### config.mk
export PLATFORM = sky130hd
export DESIGN_NAME = fsm_ij_driver
export DESIGN_NICKNAME = d
export VERILOG_FILES = /design/src/rtl/fsm_ij_driver.sv
export SDC_FILE = /design/constraint.sdc
export NUM_CORES = 1
export LEC_CHECK = 0
export CAP_MARGIN = 20
export CORE_MARGIN = 4
export CORE_UTILIZATION = 40
export DETAILED_ROUTE_END_ITERATION = 10
export HOLD_SLACK_MARGIN = 0.1
export SYNTH_ARGS = -nofsm -noshare
export SYNTH_HDL_FRONTEND = slang
export SYNTH_SLANG_ARGS = --single-unit
export TNS_END_PERCENT = 30
### constraint.sdc
create_clock -name clk -period 4.4 [get_ports clk]
set_clock_uncertainty 0.05 [all_clocks]
set_input_delay 0.88 -clock clk [delete_from_list [all_inputs] [get_ports clk]]
set_output_delay 0.88 -clock clk [all_outputs]
set_load 0.02 [all_outputs]
### src/rtl/fsm_ij_driver.sv
// fsm_ij_driver: scripted stimulus/response engine for a two-input Moore FSM.
// A FIFO of {ij, expected xy} vectors is replayed one per clock on i,j, and
// the FSM's x,y are checked two edges later against the expected values.
module fsm_ij_driver #(
    parameter int DEPTH = 8,
    parameter int CNT_W = $clog2(DEPTH + 1)
) (
    input  logic             clk,
    input  logic             rstn,
    input  logic             wr_en,
    input  logic [1:0]       wr_ij,
    input  logic [1:0]       wr_exp,
    output logic             full,
    output logic             empty,
    output logic             overflow,
    input  logic             start,
    output logic             i,
    output logic             j,
    input  logic             x,
    input  logic             y,
    output logic             busy,
    output logic             done,
    output logic [CNT_W-1:0] err_cnt,
    output logic [CNT_W-1:0] first_err_idx,
    output logic [1:0]       first_err_xy
);

    localparam int PTR_W = (DEPTH > 1) ? $clog2(DEPTH) : 1;
    localparam logic [CNT_W-1:0] FULL_CNT = CNT_W'(DEPTH);
    localparam logic [CNT_W-1:0] ONE_CNT  = CNT_W'(1);

    typedef enum logic [1:0] {
        IDLE,
        RUN,
        DRAIN
    } state_t;

    state_t state;
    state_t state_next;

    // Each entry is {ij, exp}; pointers wrap naturally because DEPTH is 2^PTR_W.
    logic [3:0]       mem [DEPTH];
    logic [PTR_W-1:0] wr_ptr;
    logic [PTR_W-1:0] rd_ptr;
    logic [CNT_W-1:0] count;
    logic [3:0]       head;

    logic [CNT_W-1:0] idx;
    logic [CNT_W-1:0] idx_s1;
    logic [CNT_W-1:0] idx_s2;
    logic [1:0]       exp_s1;
    logic [1:0]       exp_s2;
    logic             v1;
    logic             v2;

    logic push;
    logic pop;
    logic accept;
    logic last_pop;
    logic drain_done;
    logic mismatch;

    assign head       = mem[rd_ptr];
    assign full       = (count == FULL_CNT);
    assign empty      = (count == '0);
    assign busy       = (state != IDLE);
    assign push       = wr_en && (state == IDLE) && !full;
    assign accept     = start && (state == IDLE) && !empty;
    assign pop        = (state == RUN);
    assign last_pop   = pop && (count == ONE_CNT);
    assign drain_done = (state == DRAIN) && !v1;
    assign mismatch   = v2 && ({x, y} != exp_s2);

    // State register; an asynchronous reset aborts any run in progress.
    always_ff @(posedge clk or negedge rstn) begin
        if (!rstn) begin
            state <= IDLE;
        end else begin
            state <= state_next;
        end
    end

    // Next state: start is judged on the pre-push count, DRAIN waits for the
    // check pipeline to empty before returning to IDLE.
    always_comb begin
        state_next = state;
        case (state)
            IDLE:    if (accept)     state_next = RUN;
            RUN:     if (last_pop)   state_next = DRAIN;
            DRAIN:   if (drain_done) state_next = IDLE;
            default:                 state_next = IDLE;
        endcase
    end

    // Vector storage; contents need no reset since the count guards every read.
    always_ff @(posedge clk) begin
        if (push) begin
            mem[wr_ptr] <= {wr_ij, wr_exp};
        end
    end

    // FIFO pointers, occupancy and the sticky overflow flag for rejected pushes.
    always_ff @(posedge clk or negedge rstn) begin
        if (!rstn) begin
            wr_ptr   <= '0;
            rd_ptr   <= '0;
            count    <= '0;
            overflow <= 1'b0;
        end else begin
            if (push) begin
                wr_ptr <= wr_ptr + PTR_W'(1);
            end
            if (pop) begin
                rd_ptr <= rd_ptr + PTR_W'(1);
            end
            if (push && !pop) begin
                count <= count + ONE_CNT;
            end else if (pop && !push) begin
                count <= count - ONE_CNT;
            end
            if (wr_en && (full || (state != IDLE))) begin
                overflow <= 1'b1;
            end
        end
    end

    // Stimulus outputs and stage 1: pop a vector, drive it, remember its expectation.
    always_ff @(posedge clk or negedge rstn) begin
        if (!rstn) begin
            i      <= 1'b0;
            j      <= 1'b0;
            v1     <= 1'b0;
            exp_s1 <= '0;
            idx_s1 <= '0;
            idx    <= '0;
        end else begin
            v1 <= pop;
            if (pop) begin
                {i, j} <= head[3:2];
                exp_s1 <= head[1:0];
                idx_s1 <= idx;
            end
            if (accept) begin
                idx <= '0;
            end else if (pop) begin
                idx <= idx + ONE_CNT;
            end
        end
    end

    // Stage 2 lines up with the edge at which the FSM's response to a vector is visible.
    always_ff @(posedge clk or negedge rstn) begin
        if (!rstn) begin
            v2     <= 1'b0;
            exp_s2 <= '0;
            idx_s2 <= '0;
        end else begin
            v2     <= v1;
            exp_s2 <= exp_s1;
            idx_s2 <= idx_s1;
        end
    end

    // Result registers: saturating error count, first-failure capture and done.
    always_ff @(posedge clk or negedge rstn) begin
        if (!rstn) begin
            err_cnt       <= '0;
            first_err_idx <= '0;
            first_err_xy  <= '0;
            done          <= 1'b0;
        end else begin
            if (accept) begin
                err_cnt <= '0;
                done    <= 1'b0;
            end else begin
                if (mismatch) begin
                    if (err_cnt != '1) begin
                        err_cnt <= err_cnt + ONE_CNT;
                    end
                    if (err_cnt == '0) begin
                        first_err_idx <= idx_s2;
                        first_err_xy  <= {x, y};
                    end
                end
                if (drain_done) begin
                    done <= 1'b1;
                end
            end
        end
    end

endmodule
==> flow_summary.toml, run 1 <==
[synthesis]
synth_top_cell_by_area = "dfrtp_1"
synth_cell_type_count = 34
synth_cells = 226
synth_area_sq_um = 3136
synth_top_area_share_pct = 35.12
ys_ff_latch = 76
ys_seq_area_share_pct = 65.76
yosys-top-cells-count = "dfrtp_1 (44), edfxtp_1 (32), nand2_1 (29)"
synthFlopType = "dfrtp_1"
synthArstFlopShare_pct = 57.89
synth-warning-count = 0
synth_area_per_cell_sq_um = 13.87
synth_most_common_cell = "dfrtp_1"
syn_nets = 245
synth_edf_count = 32
synthTopCellsByArea = "dfrtp_1 (35%), edfxtp_1 (31%), mux2i_1 (5.7%)"

[timing]
setup_viol = 0
finalHoldViolations = 0
finalHoldWorstSlack_ns = 0.3275
max_slew.worst_pin.slew_ns = 0.9516
post-route-period-util_pct = 64.13
finalMaxSlewViolations = 0
fin_ws_ns = 1.578
max_freq_mhz = 354.4
fin_crit_ns = 2.822
slew-limit-headroom_pct = 36.56
finalSetupTns_ns = 0
rsz0062_at_grt = "no"

[die]
core_region_area_sq_um = 7687
start_util_pct = 40.79
fp.dieArea_sq_um = 9319
io_pins = 27
die_h_um = 96.54
rows = 32
die_x_um = 96.54

[routing]
totalWireLength_um = 4783
ant_nets = 0
first_pass_iters = 4
wire_per_inst_um = 13.21
dr.first_iter.drc_count = 37
route.detailed.drc = 0
vias = 1711
via_per_inst = 4.727

[global_routing]
antenna_found_initial = 0
grt_usage_pct = 11.73
grt_pass1_wl_um = 8079
grt_max_degree = 45
grt_overflow = 0
grt_pass1_vias = 1679

[layout]
drive_gt1_share_pct = 11.54
fillerInstances = 724
multi_input_area_sq_um = 1002
area.growth.synth_to_final_pct = 18.12
finalNetCount = 274
diodes = 0
final_cells = 362
seq_area_sq_um = 2062

[worst_setup_path]
critPathSlowestCell = "clkdlybuf4s50_1"
cp.required_ns = 3.47
ff2ff_setup_slack_ns = 2.05
cp_max_fo = 6
worstSetupPathType = "flip-flop to primary output"
crit_path_end_kind = "primary output"
cpPeakStageDelay_ns = 0.63
path_cells = "inv_1 -> ha_1 -> nor3b_2 -> clkdlybuf4s50_1"
path_delay_family = "buffers and inverters"
cp.buffers_inverters = 2
start_kind = "flip-flop"
cp.arrival_ns = 1.89

[worst_hold_path]
hold_class = "flip-flop to flip-flop"

[power]
swShare_pct = 33.68
ir_worst_vdd_uv = 200.6
p_leak_nw = 1.534
p_clk_share_pct = 22.3
p_comb_share_pct = 33.5
p_seq_share_pct = 44.2
net-switching-power_w = 0.0008784
power_density_nw_per_um2 = 704.2
intPower_w = 0.001730

[clock_network]
postCtsHoldBufs = 0
worstSkewPairLatency_ns = 0.34
cts-buffers-inserted = 9
htree_levels = 3
cts.sinks = 76
cts_tree = "yes"
post_cts_buffers = 0
cts_buffer_depth = 2
cts_resized = 0
clkTransAtPathRegs_ns = 0.08
root_buffer = "clkbuf_8"

[placed_design]
place_inst = 346
port_buffers = 26
pre_cts_ws_ns = 1.549
dp_hpwl_um = 3332
place_congestion = 0.6791

[status]
status = "completed"

[run]
maxCapViolations = 0
per-stage QoR:
step           cell area (sq um)  utilization, %  power (W)
2_1_floorplan               3136               -   0.001790
3_3_place_gp                3481           45.28   0.002045
3_5_place_dp                3481           45.28   0.002063
4_1_cts                     3704           48.18   0.002650
5_1_grt                     3704           48.18   0.002810
6_report                    3704           48.18   0.002608
power by group through the flow:
stage                     logic [W]  registers (W)  clock network, W
after floorplan            0.000638        0.00115                 0
after global placement     0.000875        0.00117                 0
after detailed placement   0.000889        0.00117                 0
after CTS                  0.000890        0.00116          0.000600
after global routing       0.000986        0.00119          0.000630
final                      0.000873        0.00115          0.000581
kinds of logic after synthesis:
logic type               count (synthesis)  synth area share, %
adder cells (fa/ha/maj)                  9                3.591
flip-flops                              76                65.76
multiplexers                            29                11.13
buffers and inverters                   17                2.274
AO/OA/AOI/OAI                           17                3.352
XOR/XNOR                                14                3.911
AND/OR/NAND/NOR                         64                9.976
sequential cells by signal, indices dropped and copies added (netlist names):
register,count
mem,32
count,4
err_cnt,4
first_err_idx,4
idx,4
idx_s1,4
idx_s2,4
rd_ptr,3
wr_ptr,3
exp_s1,2
exp_s2,2
first_err_xy,2
state,2
done,1
i,1
j,1
overflow,1
v1,1
v2,1
cell usage in the layout (no fill, tap or decap), types with 7 or more instances in the layout:
| cell | Yosys | routed |
|---|---|---|
| clkbuf_8 | 0 | 10 |
| xor2_1 | 8 | 8 |
| clkdlybuf4s50_1 | 0 | 25 |
| nor2_1 | 15 | 15 |
| ha_1 | 9 | 9 |
| edfxtp_1 | 32 | 32 |
| nand2_1 | 29 | 29 |
| mux2_2 | 7 | 7 |
| dfrtp_1 | 44 | 44 |
| mux2i_1 | 18 | 18 |
| inv_1 | 9 | 9 |
cell type report:
type | count | share of cell area [%]
clock buffer | 10 | 3.716
clock inverter | 6 | 2.297
inverter | 9 | 0.9122
multi-input combinational | 133 | 27.06
sequential | 76 | 55.68
tap | 102 | 3.446
timing repair buffer | 26 | 6.892
per-layer routing:
layer  part of all wire (%)  global-route usage [%]
met1                     46                   15.17
met2                     48                   18.56
met3                    3.8                   2.634
met4                    1.6                   5.958
met5                      0                       0
worst paths after layout:
kind	start	end	depth (start not counted)
min in group asynchronous	rstn	err_cnt[0]	1
hold / removal	exp_s1[0]	exp_s2[0]	0
max in group asynchronous	rstn	j	1
setup / recovery	count[0]	empty	4
hold reg to reg	exp_s1[0]	exp_s2[0]	0
setup reg to reg	count[0]	count[3]	8
(Power assumes the default switching activity.)
==> inputs of run 2 (changes only) <==
==> constraint.sdc (replaced) <==
create_clock -name clk -period 2.8 [get_ports clk]
set_clock_uncertainty 0.05 [all_clocks]
set_input_delay 0.56 -clock clk [delete_from_list [all_inputs] [get_ports clk]]
set_output_delay 0.56 -clock clk [all_outputs]
set_load 0.02 [all_outputs]
==> run 2 against run 1 <==
Net effect: register-to-register slack worse by 1.6 ns; wire length up 0.65%; via count up 1.6%; sequential share of layout area down 1.0 points; cell count up 1.9%; combinational power up 68%; sequential power up 52%; worst setup slack worse by 1.3 ns; die area unchanged; total power up 59%; largest cell class unchanged; largest power group unchanged; sequential cell count unchanged.
==> flow_summary.toml, run 2 (synthesis results as in run 1) <==
[power]
p_total_w = 0.004139
net-switching-power_w = 0.001409
ir_worst_vdd_uv = 269.8
intPower_w = 0.002730
p_leak_nw = 1.566
p_comb_share_pct = 35.6
p_seq_share_pct = 42.3
p_clk_share_pct = 22.0
power_density_nw_per_um2 = 1097
swShare_pct = 34.04

[die]
rows = 32
start_util_pct = 40.79
die_h_um = 96.54
core_region_area_sq_um = 7687
fp.dieArea_sq_um = 9319
die_x_um = 96.54
io_pins = 27

[global_routing]
grt_pass1_wl_um = 8286
grt_usage_pct = 12.08
grt_overflow = 0
grt_max_degree = 45
grt_pass1_vias = 1703
antenna_found_initial = 0

[worst_hold_path]
hold_class = "flip-flop to flip-flop"
min_path_cells = 0
min_from = "idx_s1[0]"

[routing]
wire_per_inst_um = 13.05
first_pass_iters = 4
dr.first_iter.drc_count = 53
route.detailed.drc = 0
totalWireLength_um = 4814
vias = 1738
ant_nets = 0
via_per_inst = 4.710

[layout]
finalNetCount = 281
largest_reg_flops = 32
diodes = 0
area.growth.synth_to_final_pct = 20.27
drive_gt1_share_pct = 13.48
layout_common_cells = "dfrtp_1 (44), edfxtp_1 (32), nand2_1 (29)"
layout_commonest_cell = "dfrtp_1"
regMostFlops = "mem"

[worst_setup_path]
cpPeakStageDelay_ns = 0.63
path_cells = "inv_1 -> ha_1 -> nor3b_2 -> clkdlybuf4s50_1"
ff2ff_path_depth = 8
worstSetupPathType = "flip-flop to primary output"
cp.arrival_ns = 1.91
crit_path_end_kind = "primary output"
cp.buffers_inverters = 2
cp-endpoint = "empty"
cp.required_ns = 2.19
start_kind = "flip-flop"
rr_endpoint = "count[3]"
ff2ff_setup_slack_ns = 0.45
path_delay_family = "buffers and inverters"
critPathSlowestCell = "clkdlybuf4s50_1"
crit_start = "count[0]"
r2r_start = "count[0]"
cp_num_cells = 4
cp_max_fo = 6

[placed_design]
port_buffers = 26
place_congestion = 0.6597
dp_hpwl_um = 3332

[clock_network]
cts.sinks = 76
htree_levels = 3
clkTransAtPathRegs_ns = 0.08
root_buffer = "clkbuf_8"
cts_tree = "yes"
cts_resized = 0
cts_buffer_depth = 2
worstSkewPairLatency_ns = 0.34
cts-buffers-inserted = 9

[timing]
finalHoldViolations = 0
fin_crit_ns = 2.518
slew-limit-headroom_pct = 65.92
finalSetupTns_ns = 0
post-route-period-util_pct = 89.93
max_freq_mhz = 397.1
rsz0062_at_grt = "no"
finalMaxSlewViolations = 0
setup_viol = 0
max_slew.worst_pin.slew_ns = 0.5058

[run]
maxCapViolations = 0

[status]
status = "completed"
[run 2: area by class of cell]
type / instances / area [sq um]
Fill cell: 691 / 3916
Timing Repair Buffer: 33 / 322.8
Clock inverter: 7 / 98.84
Inverter: 9 / 33.78
Sequential cell: 76 / 2062
Clock buffer: 9 / 123.9
Tap cell: 102 / 127.6
Multi-Input combinational cell: 133 / 1002
[run 2: worst register-to-register path, delay by kind of cell (launching register included)]
family,cells,cell delay (ns)
and+or+nand+nor,3,0.89
adders and majority gates,2,0.48
DFF,1,0.45
AOI/OAI and AO/OA,1,0.19
xor gates and xnor gates,1,0.15
buffers and inverters,1,0.09
[run 2: worst min path at each step]
stage	to	slack [ns]
3_3_place_gp	exp_s2[1]	0.31
6_report	idx_s2[0]	0.33
3_5_place_dp	idx_s2[0]	0.31
4_1_cts	idx_s2[0]	0.33
5_1_grt	idx_s2[0]	0.34
2_1_floorplan	count[0]	0.21
[run 2: metal layers]
metal	GRT usage (%)	part of all wire (%)	wire length [um]
met1	15.26	46	2215
met4	6.659	2.3	110
met2	18.79	47	2280
met3	3.331	4.3	208
met5	0	0	0
[run 2: metrics by stage]
| step | setup WS, ns | util, % | cell area, sq um | hold WS, ns | instances |
|---|---|---|---|---|---|
| 2_1_floorplan | 0.5692 | - | 3136 | 0.2144 | 226 |
| 3_3_place_gp | 0.2900 | 45.77 | 3518 | 0.3094 | 351 |
| 3_5_place_dp | 0.2218 | 45.77 | 3518 | 0.3119 | 351 |
| 4_1_cts | 0.2589 | 48.67 | 3741 | 0.3303 | 367 |
| 5_1_grt | 0.1716 | 49.06 | 3771 | 0.3387 | 369 |
| 6_report | 0.2819 | 49.06 | 3771 | 0.3278 | 369 |
[run 2: power groups by stage]
stage          logic, W  clock network, W  registers (W)
2_1_floorplan   0.00100                 0        0.00181
3_3_place_gp    0.00148                 0        0.00177
3_5_place_dp    0.00150                 0        0.00178
4_1_cts         0.00150          0.000938        0.00176
5_1_grt         0.00169          0.000981        0.00181
6_report        0.00147          0.000912        0.00175
[run 2: timing repair]
item / 4_1_cts / 5_1_grt
hold endpoints to repair: 0 / 2
setup buffers: 0 / 0
hold buffers: 0 / 1
